<file path="config.mk">
export PLATFORM = sky130hd
export DESIGN_NAME = game_round_ctrl
export DESIGN_NICKNAME = d
export VERILOG_FILES = /design/src/rtl/game_pkg.sv /design/src/rtl/game_timeout_tmr.sv /design/src/rtl/game_round_ctrl.sv
export SDC_FILE = /design/constraint.sdc
export NUM_CORES = 1
export LEC_CHECK = 0
export CAP_MARGIN = 20
export CORE_AREA = 2 2 52 54
export CTS_BUF_LIST = sky130_fd_sc_hd__clkbuf_8 sky130_fd_sc_hd__clkbuf_16
export CTS_CLUSTER_SIZE = 16
export DETAILED_ROUTE_END_ITERATION = 12
export DIE_AREA = 0 0 54 56
export PLACE_DENSITY = 0.69
export REMOVE_ABC_BUFFERS = 1
export SLEW_MARGIN = 20
export SYNTH_ARGS = -nofsm -noshare
export SYNTH_HDL_FRONTEND = slang
export SYNTH_HIERARCHICAL = 1
export SYNTH_SLANG_ARGS = --single-unit
</file>
<file path="constraint.sdc">
create_clock -name clk -period 4.4 [get_ports clk]
set_clock_uncertainty 0.2 [all_clocks]
set_input_delay 0.44 -clock clk [delete_from_list [all_inputs] [get_ports clk]]
set_output_delay 0.44 -clock clk [all_outputs]
set_load 0.02 [all_outputs]
</file>
<file path="src/rtl/game_pkg.sv">
// Shared constants and state encoding for the memory-game controller.
package game_pkg;

  // Width of round and level values.
  localparam int P_DATA    = 4;
  // Default number of 1 Hz ticks without a key press before the player loses.
  localparam int P_TIMEOUT = 5;
  // Default width of the timeout counter (must hold P_TIMEOUT-1).
  localparam int P_TMR_W   = 3;

  // FSM state codes; the numeric values are visible on the state output.
  typedef enum logic [2:0] {
    S_IDLE      = 3'd0,
    S_SETUP     = 3'd1,
    S_PLAY      = 3'd2,
    S_WAIT_USER = 3'd3,
    S_CHECK     = 3'd4,
    S_NEXT      = 3'd5,
    S_WIN       = 3'd6,
    S_LOSE      = 3'd7
  } state_e;

  // Effective number of rounds: a level of zero plays a single round.
  function automatic logic [P_DATA-1:0] eff_level(input logic [P_DATA-1:0] lvl);
    return (lvl == '0) ? P_DATA'(1) : lvl;
  endfunction

endpackage

</file>
<file path="src/rtl/game_timeout_tmr.sv">
// Input-timeout counter: counts qualified 1 Hz ticks, cleared on demand,
// and flags when the next tick would be the last one allowed.
module game_timeout_tmr #(
  parameter int P_TIMEOUT = 5,
  parameter int P_TMR_W   = 3
) (
  input  logic clk,
  input  logic rst_n,
  input  logic clr_i,
  input  logic inc_i,
  output logic expire_o
);

  localparam logic [P_TMR_W-1:0] LP_LAST = P_TMR_W'(P_TIMEOUT - 1);

  logic [P_TMR_W-1:0] cnt_q;
  logic [P_TMR_W-1:0] cnt_d;

  // Expire is a level: the FSM combines it with the tick to decide LOSE.
  assign expire_o = (cnt_q == LP_LAST);

  // Next count: clear wins over increment; saturate at the last value.
  always_comb begin
    cnt_d = cnt_q;
    if (clr_i) begin
      cnt_d = '0;
    end else if (inc_i && !expire_o) begin
      cnt_d = cnt_q + P_TMR_W'(1);
    end
  end

  // Count register.
  always_ff @(posedge clk or negedge rst_n) begin
    if (!rst_n) begin
      cnt_q <= '0;
    end else begin
      cnt_q <= cnt_d;
    end
  end

endmodule

</file>
<file path="src/rtl/game_round_ctrl.sv">
// Memory-game round sequencer. Starts a match, paces the display counter,
// gates user keys into the entry counter, enforces an input timeout and
// declares WIN/LOSE.
//
// state      | meaning
// -----------+---------------------------------------------------------
// IDLE       | waiting for enter
// SETUP      | latch target round count, reset round to 0
// PLAY       | sequence display running, paced by tick_1hz
// WAIT_USER  | accepting user keys, timeout active
// CHECK      | decide whether the last round has been completed
// NEXT       | advance round, clear both counters
// WIN        | match won, waiting for enter
// LOSE       | wrong key or timeout, waiting for enter
module game_round_ctrl #(
  parameter int P_DATA    = game_pkg::P_DATA,
  parameter int P_TIMEOUT = game_pkg::P_TIMEOUT,
  parameter int P_TMR_W   = game_pkg::P_TMR_W
) (
  input  logic              clk,
  input  logic              R,
  input  logic              enter,
  input  logic [P_DATA-1:0] level,
  input  logic              tick_1hz,
  input  logic              key_valid,
  input  logic              key_match,
  input  logic              seq_tc,
  input  logic              user_tc,
  output logic              en_seq,
  output logic              en_user,
  output logic              clr_seq,
  output logic              clr_user,
  output logic [P_DATA-1:0] round,
  output logic [2:0]        state,
  output logic              win,
  output logic              lose
);

  import game_pkg::*;

  state_e            state_q;
  logic [P_DATA-1:0] round_q;
  logic [P_DATA-1:0] target_q;
  logic              clr_seq_q;
  logic              clr_user_q;
  logic              win_q;
  logic              lose_q;

  logic in_play;
  logic in_wait;
  logic key_ok;
  logic key_bad;
  logic tmr_clr;
  logic tmr_inc;
  logic tmr_expire;
  logic last_round;

  assign in_play    = (state_q == S_PLAY);
  assign in_wait    = (state_q == S_WAIT_USER);
  assign key_ok     = key_valid && key_match;
  assign key_bad    = key_valid && !key_match;
  assign last_round = (round_q == (target_q - P_DATA'(1)));

  // The timer restarts when the user phase begins and on every correct key;
  // it only advances on ticks that no higher-priority event pre-empts.
  assign tmr_clr = (in_play && seq_tc) || (in_wait && key_ok);
  assign tmr_inc = in_wait && !key_valid && !user_tc && tick_1hz;

  game_timeout_tmr #(
    .P_TIMEOUT (P_TIMEOUT),
    .P_TMR_W   (P_TMR_W)
  ) u_tmr (
    .clk      (clk),
    .rst_n    (R),
    .clr_i    (tmr_clr),
    .inc_i    (tmr_inc),
    .expire_o (tmr_expire)
  );

  // Counter enables are combinational so the counters see the same-cycle strobe.
  assign en_seq  = in_play && tick_1hz;
  assign en_user = in_wait && key_ok;

  assign clr_seq  = clr_seq_q;
  assign clr_user = clr_user_q;
  assign round    = round_q;
  assign state    = state_q;
  assign win      = win_q;
  assign lose     = lose_q;

  // Main FSM with registered clear pulses and result flags.
  always_ff @(posedge clk or negedge R) begin
    if (!R) begin
      state_q    <= S_IDLE;
      round_q    <= '0;
      target_q   <= '0;
      clr_seq_q  <= 1'b0;
      clr_user_q <= 1'b0;
      win_q      <= 1'b0;
      lose_q     <= 1'b0;
    end else begin
      clr_seq_q  <= 1'b0;
      clr_user_q <= 1'b0;
      case (state_q)
        S_IDLE: begin
          if (enter) begin
            state_q <= S_SETUP;
          end
        end
        S_SETUP: begin
          target_q   <= eff_level(level);
          round_q    <= '0;
          clr_seq_q  <= 1'b1;
          clr_user_q <= 1'b1;
          state_q    <= S_PLAY;
        end
        S_PLAY: begin
          if (seq_tc) begin
            clr_user_q <= 1'b1;
            state_q    <= S_WAIT_USER;
          end
        end
        S_WAIT_USER: begin
          if (key_bad) begin
            lose_q  <= 1'b1;
            state_q <= S_LOSE;
          end else if (key_ok) begin
            state_q <= S_WAIT_USER;
          end else if (user_tc) begin
            state_q <= S_CHECK;
          end else if (tick_1hz && tmr_expire) begin
            lose_q  <= 1'b1;
            state_q <= S_LOSE;
          end
        end
        S_CHECK: begin
          if (last_round) begin
            win_q   <= 1'b1;
            state_q <= S_WIN;
          end else begin
            state_q <= S_NEXT;
          end
        end
        S_NEXT: begin
          // target is at most 15, so round tops out at 14 and cannot wrap.
          round_q    <= round_q + P_DATA'(1);
          clr_seq_q  <= 1'b1;
          clr_user_q <= 1'b1;
          state_q    <= S_PLAY;
        end
        S_WIN: begin
          if (enter) begin
            win_q   <= 1'b0;
            state_q <= S_IDLE;
          end
        end
        S_LOSE: begin
          if (enter) begin
            lose_q  <= 1'b0;
            state_q <= S_IDLE;
          end
        end
        default: begin
          state_q <= S_IDLE;
        end
      endcase
    end
  end

endmodule

</file>
* After elaboration in Yosys (flattened, before gate mapping)
Cells that the tools add are included.
** Storage, ports and cells
- Register bits :: 18
** Operators by class
- $add $sub $neg :: 3
- Equality and inequality tests :: 19
- Mux-type cells :: 24
- Reduce and logical (&&, ||, !) cells :: 26
** Operator list (number)
- $mux 3 :: 9
- $pmux 3 s6 :: 1
- $eq 3x3->1 const B :: 5
- $logic_and 1x1->1 :: 10
- $ne 2x2->1 const B :: 5
- $mux 1 :: 8
- $pmux 4 s2 :: 1
- $reduce_bool 2->1 :: 4
- $eq 3x2->1 const B :: 2
- $ne 3x2->1 const B :: 2
- $pmux 1 s2 :: 3
- $ne 5x2->1 const B :: 1
- $reduce_and 5->1 :: 1
- $add 4x1->4 const B :: 1
- $eq 4x4->1 :: 1
- $logic_not 1->1 :: 4
- $logic_not 4->1 :: 1
- $mux 4 :: 1
- $reduce_and 4->1 :: 1
- $reduce_or 2->1 :: 2
- $sub 4x1->4 const B :: 1
- $add 3x1->3 const B :: 1
- $eq 3x1->1 const B :: 1
- $logic_not 3->1 :: 1
- other kinds (5) :: 5

* Logic depth before layout (Yosys ltp)
- Word-level depth :: 7
- Depth in mapped cells :: 7
- Depth with buffers taken out :: 7

* Modules after synthesis
Netlist, hierarchy kept.
** By module, submodules not included
- game_round_ctrl :: instances 1, cells an instance 96, area each 870.8 µm², seq. area each 375.4 µm²
- game_timeout_tmr :: instances 1, cells an instance 18, area each 192.7 µm², seq. area each 75.1 µm²

* Least setup slack after synthesis
No wires, ideal clock.
- Path type :: register to output
- Start point :: reg state_q[2], in the netlist state[2]
- End point :: out en_seq
- Arrival time :: 1.351 ns
- Required time :: 3.760 ns
- Path slack :: 2.409 ns
- Stages on the path, launching flop included :: 4
- Path through :: dfrtp_1 > buf_2 > or2b_1 > nor3_1
** Between the ends
- Cells in the longest elaborated chain, start to end :: 2
** Ends and longest elaborated chain
- start, declared :: line game_round_ctrl.sv:41 : state_e state_q;
- start signal, assigned :: line game_round_ctrl.sv:94 : state_q <= S_IDLE;
- start signal, assigned :: line game_round_ctrl.sv:107 : state_q <= S_SETUP;
- start signal, assigned :: line game_round_ctrl.sv:115 : state_q <= S_PLAY;
- $eq 3x2->1 :: line game_round_ctrl.sv:58 : assign in_play = (state_q == S_PLAY);
- $logic_and 1x1->1 :: line game_round_ctrl.sv:81 : assign en_seq = in_play && tick_1hz;
- end, declared :: line game_round_ctrl.sv:29 : output logic en_seq,
Every way passes these cells.

* Final worst setup path
- Start point :: reg state_q[2], in the netlist state[2]
- End point :: out en_user
** Between the ends
- Cells in the longest elaborated chain, start to end :: 2
** Ends and longest elaborated chain
- $eq 3x2->1 :: line game_round_ctrl.sv:59 : assign in_wait = (state_q == S_WAIT_USER);
- $logic_and 1x1->1 :: line game_round_ctrl.sv:82 : assign en_user = in_wait && key_ok;
- end, declared :: line game_round_ctrl.sv:30 : output logic en_user,
Every way passes these cells.

==> flow_summary.toml <==
[synth]
async_reset_ff_share_pct = 100
synth-edff-count = 0
yosys_warnings = 6
synth_area_leaders = "dfrtp_1 (42%), ha_1 (4.7%), nand2_1 (3.9%), nor3_1 (3.3%), o21ai_0 (3.3%)"
synth.ff_latch_count = 18
synth_area_sq_um = 1060
yosysTopAreaCell = "dfrtp_1"
avgSynthCellArea_sq_um = 9.33
synth_top_cell_area_share_pct = 42.4
synth_cell_type_count = 38
postSynthCellCount = 114
synth_seq_area_share_pct = 42.4
ys.flop_type = "dfrtp_1"

[die]
io_pins = 25
die_height_um = 56
dieArea_sq_um = 3020
coreArea_sq_um = 2430
rows = 18
start_util_pct = 43.7
die_w_um = 54

[timing]
finalSetupViolations = 0
period_needed_ps = 2630
finalCritPeriodShare_pct = 59.9
rsz0062_at_grt = "false"
setup_tns_ps = 0
fmax_mhz = 380
worstMarginPinSlew_ps = 797
slew_viol_final = 0
layout_setup_ws_ps = 1770
relSlewSlack_pct = 46.7
final_hold_viol_count = 0

[worst_hold_path]
min-delay-start = "win"
worstHoldPathType = "register to register"
hold_path_depth = 2
hold_path_end = "win"

[layout]
areaGrowthSynthToFinish_pct = 28.9
antenna_cells = 0
finalNonFillerCells = 168
layout-drive-gt1-share_pct = 8.70
nNetsFinal = 155
final_common_cell = "clkdlybuf4s50_1"
final_cell_mix = "clkdlybuf4s50_1 (24), dfrtp_1 (18), nand2_1 (11)"
final_util_pct = 56.4

[cts]
cts_root_buf = "clkbuf_8"
clk_latency_ps = 250
postCtsResizedCells = 0
cts_max_level = 1
cts_tree = "yes"
cts.sinks = 18
ctsHoldBuffers = 0
path_clk_slew_ps = 70
cts-buffers-inserted = 3
post_cts_buffers = 0
cts_buffer_depth = 2

[setup_path]
critPathRequiredTime_ps = 3760
cpPeakStageDelay_ps = 610
startpoint_type = "register"
path_cells = "inv_1 -> nand3_1 -> nor2_1 -> clkdlybuf4s50_1"
endpoint_kind = "output port"
r2r_cells = 5
r2r-end = "u_tmr/cnt_q[0]"
crit_type = "register to output port"
r2r_slack_ps = 2190
crit-reg2reg-launch = "state[2]"
cp_slowest_cell = "clkdlybuf4s50_1"
crit_fanout = 12
arrival_ps = 1990

[global_routing]
antenna_found_initial = 0
grt_pass1_wl_um = 3770
grt_usage_pct = 16.3
grt_overflow = 0
grt_max_degree = 19
first_global_vias = 912

[power]
seqPwrFrac_pct = 35.9
switchingPower_uw = 378
vdd_drop_max_mv = 0.308
combPwrFrac_pct = 49.5
swShare_pct = 41.6
p_leak_nw = 0.597
clkPwrFrac_pct = 14.5
power.density_nw_per_um2 = 662
power.internal_uw = 530

[routing]
first_pass_iters = 4
wire_per_inst_um = 12.9
viasPerCell = 5.27
remaining_drc_errors = 0
drt_iter0_markers = 8
final_antenna_net_count = 0
drt-total-wl_um = 2170
vias = 886

[placed_design]
dpl.cell_count = 164
dp_slack_ps = 1990
post-dp-hpwl_um = 1650
placement.io_buffers = 24
routabilityCongestion = 0.802

[run]
maxCapViolCount = 0

[outcome]
status = "finished, final reports clean"
==> final cells by class <==
cell class	instances	area [sq um]
multi-input cells	83	554
clock buffers	4	55.1
flip-flops and latches	18	450
inverters	9	33.8
well taps	30	37.5
fillers	246	1060
repair buffers	24	240
==> cell families after synthesis <==
logic type | synth area share (%)
AO/OA/AOI/OAI | 15.2
XOR/XNOR | 4.94
adder cells (fa/ha/maj) | 4.71
buffers and inverters | 5.53
flip-flops | 42.4
multiplexers | 6.35
AND/OR/NAND/NOR | 20.9
==> metrics by stage <==
| stage | total power [mW] | hold slack (ps) | cell area [sq um] |
|---|---|---|---|
| 6_report | 0.908 | 318 | 1370 |
| 5_1_grt | 0.983 | 360 | 1370 |
| 3_5_place_dp | 0.778 | 304 | 1320 |
| 3_3_place_gp | 0.764 | 296 | 1320 |
| 2_1_floorplan | 0.609 | -55.6 | 1040 |
| 4_1_cts | 0.915 | 319 | 1370 |
==> critical path: cells and delay by family, from the launching register on <==
family        cells  cell delay [ps]
buf+inv           2              890
flops             1              530
simple gates      2              330
==> power by group through the flow <==
stage | Sequential, mW | Clock (mW) | Combinational (mW)
after detailed placement | 0.325 | 0 | 0.453
final | 0.326 | 0.132 | 0.450
after global placement | 0.326 | 0 | 0.438
after floorplan | 0.354 | 0 | 0.255
after global routing | 0.340 | 0.142 | 0.500
after CTS | 0.325 | 0.135 | 0.455
==> state kept, by name, indices dropped and copies added (netlist names) <==
| name | count |
|---|---|
| target_q | 4 |
| round | 4 |
| win | 1 |
| u_tmr/cnt_q | 3 |
| clr_user | 1 |
| lose | 1 |
| state | 3 |
| clr_seq | 1 |
==> routing by layer <==
layer | vias to the layer above | track usage (%) | share of wire (%)
met1 | 419 | 21.3 | 49
li1 | 443 | - | -
met5 | - | 0 | 0
met3 | 2 | 2.69 | 4.8
met4 | 0 | 4.29 | 0.42
met2 | 22 | 27.2 | 46
==> worst max-delay path by stage <==
stage              from              to  slack [ps]  cells after the start
3_5_place_dp    user_tc  u_tmr/cnt_q[0]        1990                      5
2_1_floorplan  state[2]  u_tmr/cnt_q[0]        2370                      5
4_1_cts        state[2]         en_user        1770                      4
5_1_grt        state[2]         en_user        1570                      4
3_3_place_gp   tick_1hz          en_seq        2010                      4
6_report       state[2]         en_user        1770                      4
==> synthesized netlist by cell type, types with 2 or more instances <==
master	number
nor2_1	6
nor3_1	7
mux2_2	2
a21oi_1	6
nand4_1	2
ha_1	4
nand2_1	11
a22o_1	2
xnor2_1	2
buf_2	2
xor2_1	4
nand2b_1	4
mux2i_1	3
dfrtp_1	18
nand3_1	4
inv_1	9
o21ai_0	7
Note: power is estimated with default switching activity, not from simulation.
